### config.mk
export PLATFORM = sky130hd
export DESIGN_NAME = dfr_matrix_multiply
export DESIGN_NICKNAME = d
export VERILOG_FILES = /design/src/rtl/dfr_matrix_multiply.sv
export SDC_FILE = /design/constraint.sdc
export NUM_CORES = 2
export LEC_CHECK = 0
export ABC_CLOCK_PERIOD_IN_PS = 8200
export CAP_MARGIN = 20
export CELL_PAD_IN_SITES_DETAIL_PLACEMENT = 0
export CELL_PAD_IN_SITES_GLOBAL_PLACEMENT = 1
export CORE_ASPECT_RATIO = 0.75
export CORE_MARGIN = 5
export CORE_UTILIZATION = 40
export DETAILED_ROUTE_END_ITERATION = 6
export MAX_ROUTING_LAYER = met4
export PLACE_DENSITY_LB_ADDON = 0.25
export SYNTH_ARGS = -nofsm -noshare
export SYNTH_HDL_FRONTEND = slang
export SYNTH_SLANG_ARGS = --single-unit
### constraint.sdc
create_clock -name clk -period 8.2 [get_ports clk]
set_input_delay 0.82 -clock clk [delete_from_list [all_inputs] [get_ports clk]]
set_output_delay 0.82 -clock clk [all_outputs]
set_load 0.005 [all_outputs]
### src/rtl/dfr_matrix_multiply.sv
// rtl/dfr_matrix_multiply.sv - output-layer Y = X * W multiply engine with registered memory-port outputs
module dfr_matrix_multiply #(
  parameter int ADDR_WIDTH    = 32,
  parameter int DATA_WIDTH    = 32,
  parameter int X_ROWS        = 5,
  parameter int Y_COLS        = 5,
  parameter int X_COLS_Y_ROWS = 5
) (
  input  logic                  clk,
  input  logic                  rst,
  input  logic                  start,
  input  logic                  clr,
  output logic                  busy,
  output logic                  done,
  output logic [ADDR_WIDTH-1:0] x_addr,
  input  logic [DATA_WIDTH-1:0] x_data,
  output logic [ADDR_WIDTH-1:0] w_addr,
  input  logic [DATA_WIDTH-1:0] w_data,
  output logic [ADDR_WIDTH-1:0] y_addr,
  output logic [DATA_WIDTH-1:0] y_data,
  output logic                  y_we
);

  typedef enum logic [1:0] {IDLE, FETCH, MAC, WRITE} state_t;

  localparam logic [ADDR_WIDTH-1:0] ROW_LAST = ADDR_WIDTH'(X_ROWS - 1);
  localparam logic [ADDR_WIDTH-1:0] COL_LAST = ADDR_WIDTH'(Y_COLS - 1);
  localparam logic [ADDR_WIDTH-1:0] K_LAST   = ADDR_WIDTH'(X_COLS_Y_ROWS - 1);
  localparam logic [ADDR_WIDTH-1:0] K_N      = ADDR_WIDTH'(X_COLS_Y_ROWS);
  localparam logic [ADDR_WIDTH-1:0] C_N      = ADDR_WIDTH'(Y_COLS);
  localparam logic [ADDR_WIDTH-1:0] ONE      = ADDR_WIDTH'(1);

  state_t                    state, state_d;
  logic [ADDR_WIDTH-1:0]     i, j, k, i_d, j_d, k_d;
  logic [ADDR_WIDTH-1:0]     x_addr_d, w_addr_d, y_addr_d;
  logic [2*DATA_WIDTH-1:0]   acc, acc_d, prod, acc_sum;
  logic [DATA_WIDTH-1:0]     y_data_d;
  logic                      busy_d, done_d, y_we_d;
  logic                      last_elem;

  // Full-width product and wrapping accumulation; read data arrives in MAC for the FETCH address.
  assign prod      = (2*DATA_WIDTH)'(x_data) * (2*DATA_WIDTH)'(w_data);
  assign acc_sum   = acc + prod;
  assign last_elem = (i == ROW_LAST) && (j == COL_LAST);

  // Next-state and next-output logic; every output is computed here and registered below.
  always_comb begin
    state_d  = state;
    i_d      = i;
    j_d      = j;
    k_d      = k;
    acc_d    = acc;
    x_addr_d = x_addr;
    w_addr_d = w_addr;
    y_addr_d = y_addr;
    y_data_d = y_data;
    busy_d   = busy;
    done_d   = 1'b0;
    y_we_d   = 1'b0;
    case (state)
      IDLE: begin
        if (start) begin
          state_d  = FETCH;
          busy_d   = 1'b1;
          i_d      = '0;
          j_d      = '0;
          k_d      = '0;
          acc_d    = '0;
          x_addr_d = '0;
          w_addr_d = '0;
        end
      end
      FETCH: state_d = MAC;
      MAC: begin
        acc_d = acc_sum;
        if (k != K_LAST) begin
          k_d      = k + ONE;
          x_addr_d = i * K_N + k + ONE;
          w_addr_d = (k + ONE) * C_N + j;
          state_d  = FETCH;
        end else begin
          // The write strobe and data are registered here so they appear during WRITE.
          state_d  = WRITE;
          y_we_d   = 1'b1;
          y_addr_d = i * C_N + j;
          y_data_d = acc_sum[DATA_WIDTH-1:0];
          done_d   = last_elem;
        end
      end
      WRITE: begin
        acc_d = '0;
        k_d   = '0;
        if (j == COL_LAST) begin
          j_d = '0;
          i_d = (i == ROW_LAST) ? '0 : i + ONE;
        end else begin
          j_d = j + ONE;
        end
        if (last_elem) begin
          state_d = IDLE;
          busy_d  = 1'b0;
        end else begin
          state_d  = FETCH;
          x_addr_d = i_d * K_N;
          w_addr_d = j_d;
        end
      end
      default: state_d = IDLE;
    endcase
    // Soft reset wins over everything, including a same-cycle start.
    if (clr) begin
      state_d  = IDLE;
      i_d      = '0;
      j_d      = '0;
      k_d      = '0;
      acc_d    = '0;
      x_addr_d = '0;
      w_addr_d = '0;
      y_addr_d = '0;
      y_data_d = '0;
      busy_d   = 1'b0;
      done_d   = 1'b0;
      y_we_d   = 1'b0;
    end
  end

  // State and output registers with asynchronous active-low reset.
  always_ff @(posedge clk or negedge rst) begin
    if (!rst) begin
      state  <= IDLE;
      i      <= '0;
      j      <= '0;
      k      <= '0;
      acc    <= '0;
      x_addr <= '0;
      w_addr <= '0;
      y_addr <= '0;
      y_data <= '0;
      busy   <= 1'b0;
      done   <= 1'b0;
      y_we   <= 1'b0;
    end else begin
      state  <= state_d;
      i      <= i_d;
      j      <= j_d;
      k      <= k_d;
      acc    <= acc_d;
      x_addr <= x_addr_d;
      w_addr <= w_addr_d;
      y_addr <= y_addr_d;
      y_data <= y_data_d;
      busy   <= busy_d;
      done   <= done_d;
      y_we   <= y_we_d;
    end
  end

endmodule

==> metrics.md <==
| Metric | Value |
|---|---|
| Run status | finished, final reports clean |
| CTS sink count | 261 |
| Mapped Avg Cell Area | 8.792 sq um |
| GRT overflow | 0 |
| Worst Path Arrival | around 8300 ps |
| Number of nets with antenna violations after routing | 0 |
| Htree depth | 1 |
| Worst reg-to-reg path cell count | 24 |
| CTS tree | built |
| CP startpoint kind | input pin |
| Row cnt | 98 |
| Vias in the first global route | about 31000 |
| Drt pass-1 iters | 5 |
| All-Layer GR Usage | 25.37% |
| Worst EP required | 8670 ps |
| Final Hold Vio Count | 0 |
| Post-synthesis adder-cell area fraction | 36.45% |
| DR WL met3 | just over 10000 um |
| CP Capture Type | flip-flop |
| DRC Markers | 0 |
| Starting density of the core | between 40% and 50% |
| Mapped Area | just under 40000 sq um |
| Top layer reached by signal wires | met4 |
| Post-synthesis cell type count | 89 |
| Fmax | 0.1272 GHz |
| FFs w/ async S/R, synth | 100.0% |
| Syn Nets | 5281 |
| Initial antenna violation count | 3 |
| Reg-to-reg startpoint | acc[18] |
| Met2 routed WL | 47990 um |
| #FFs+latches synth | between 200 and 300 |
| Core area | 95400 sq um |
| Hold Crit Class | in2async |
| Iter 0 DRT Violations | about 2800 |
| Reg-to-reg slack, setup | about 1100 ps |
| WL per Instance | 21.64 um |
| Final net count | 5520 |
| Clock skew | 25.46 ps |
| Hold Slack | 217.7 ps |
| Input/output buffers | about 200 |
| Post-DR vias/cell | 5.378 |
| Clock latency on the worst-skew pair | 630 ps |
| Final Wtd Congestion | 0.9257 |
| DRT met1 WL | 67500 um |
| Final Cycle Share | 95.84% |
| Simple logic cell fraction of the synthesized area | 16.57% |
| CTS root buf | clkbuf_16 |
| Vias | 31649 |
| Clk pin slew, worst setup/hold paths | 60 ps |
| Largest net degree at the start of global routing | 127 |
| Die area | 102500 sq um |
| Synth-to-layout area growth | 13.96% |
| First-pass GRT wire length | 195800 um |
| Ys Warns | 0 |
| Setup CP Type | in2reg |
| Layout cells sized above 1 | 6.585% |
| Max transition margin | between 20 and 25% |
| R2R Path End | acc[31] |
| Post-layout util | 45.95% |
| Post-Synth XOR/XNOR Area | 6.808% |
| DP HPWL | approximately 110000 um |
| Final worst path period need | 7859 ps |
| Post-synthesis mux area share | 0.2895% |
| Clock Path Buffers | 3 |
| Final Max Slew Viols | 0 |
| Die Span Y | 278.6 um |
| EDFF count, synth | 0 |
| I/O pin count | 199 |
| Die W | around 370 um |
| Max-Cap Viols | 0 |
| Worst slew pin tran | 1181 ps |
| Largest family of logic cells by synthesized area | adder cells |
| Total CTS buffers | 29 |
| Part of the Yosys area used for sequential elements | 16.98% |
| Worst Path Max Fanout | 6 |
| Compound-cell area share of the yosys netlist | 14.12% |
| Final setup fails | 0 |
| Drt total wl | 127300 um |
| Ys flop type | dfrtp_1 |
| Post-Synthesis Cells | about 4400 |
## cell usage after synthesis (all sizes together), types with 29 or more instances
cell      n  area share, %
nand3    63           0.83
xnor2   216            4.9
ha      367             12
inv     684            6.7
xor2     83            1.9
dfrtp   261             17
o21bai   31           0.61
o21a     29           0.57
nor2    156            1.5
o31ai    31           0.60
clkbuf  184            1.9
and3     32           0.53
a22o     89            2.0
fa      471             25
nor4     29           0.61
nand4    39           0.67
a21oi   188            2.4
o21ai   195            2.5
and2    304            5.0
nor3     40           0.56
nand2   482            4.7
a21o     80            1.6
## worst max-delay path, cell delays in order
cell,delay (ps)
clkdlybuf4s50_1,520
buf_4,220
and2_1,180
fa_1,540
fa_1,450
fa_1,530
inv_1,60
fa_1,530
inv_1,50
fa_1,520
fa_1,450
fa_1,540
inv_1,50
fa_1,530
inv_1,40
ha_1,320
buf_4,150
nand4_1,150
or3_1,150
o21ai_0,110
or4b_1,590
o21ai_2,190
o21ai_1,100
a31oi_1,210
xor2_1,220
o21ai_0,100
## state kept, by name, summed over array words and instances (netlist names)
name	cells
acc	32
i	32
j	32
k	32
w_addr	32
x_addr	32
y_addr	32
y_data	32
state	2
busy	1
done	1
y_we	1
## routing by layer
metal / vias up / global-route usage [%]
li1: 14773 / -
met1: 15784 / 41.87
met2: 1000 / 31.92
met3: 92 / 4.807
met4: 0 / 3.137
met5: - / -
## cell families after synthesis
group | Yosys count
and+or+nand+nor | 1263
buffers and inverters | 880
adders and majority gates | 838
AOI/OAI and AO/OA | 823
xor gates and xnor gates | 299
DFF | 261
muxes | 11
## stage by stage
stage / TNS [ps] / std cells / instance area [sq um] / worst slack (ps)
after floorplan: 0 / 4375 / 38470 / 483.0
after global placement: -1338 / 5832 / 42900 / -201.1
after detailed placement: -2343 / 5832 / 42900 / -310.1
after CTS: 0 / 5881 / 43780 / 331.3
after global routing: -2.512 / 5883 / 43830 / -2.512
final: 0 / 5885 / 43840 / 341.3
## cell type report
class / instances / area, sq um
fill: 9387 / 51560
clock buffer: 37 / 765.7
sequential: 261 / 6531
multi-input combinational: 3234 / 28660
timing repair buffer: 404 / 3631
inverter: 684 / 2567
tap: 1250 / 1564
antenna: 3 / 7.507
clock inverter: 12 / 115.1
## how the worst max path moves through the flow
stage | from | end | cells past startpoint
final | w_data[6] | acc[31] | 26
after global routing | w_data[6] | y_data[29] | 27
after CTS | x_data[9] | acc[30] | 29
after detailed placement | x_data[12] | y_data[29] | 27
after global placement | x_data[12] | acc[31] | 26
after floorplan | w_data[4] | y_data[31] | 27
## cells in the final DEF (no fill, tap or decap), types with 79 or more instances in the layout
cell             synthesis  final
and2_1                 302    302
o21ai_0                176    176
a21o_1                  79     79
nand2_1                482    482
fa_1                   471    471
buf_4                    0    200
a21oi_1                188    188
nor2_1                 153    151
xor2_1                  83     83
clkdlybuf4s50_1          0    194
inv_1                  684    684
xnor2_1                216    215
a22o_1                  89     89
ha_1                   367    367
dfrtp_1                261    261
## timing repair
item,in CTS,in global routing
hold buffers,0,0
buffers inserted,0,0
setup endpoints to repair,0,7
endpoints found under the hold margin,0,0
gates resized for setup,0,6
Power is left out: the tool's default activity adds up to more than one toggle a clock period on the data nets, which glitch-free logic cannot reach.
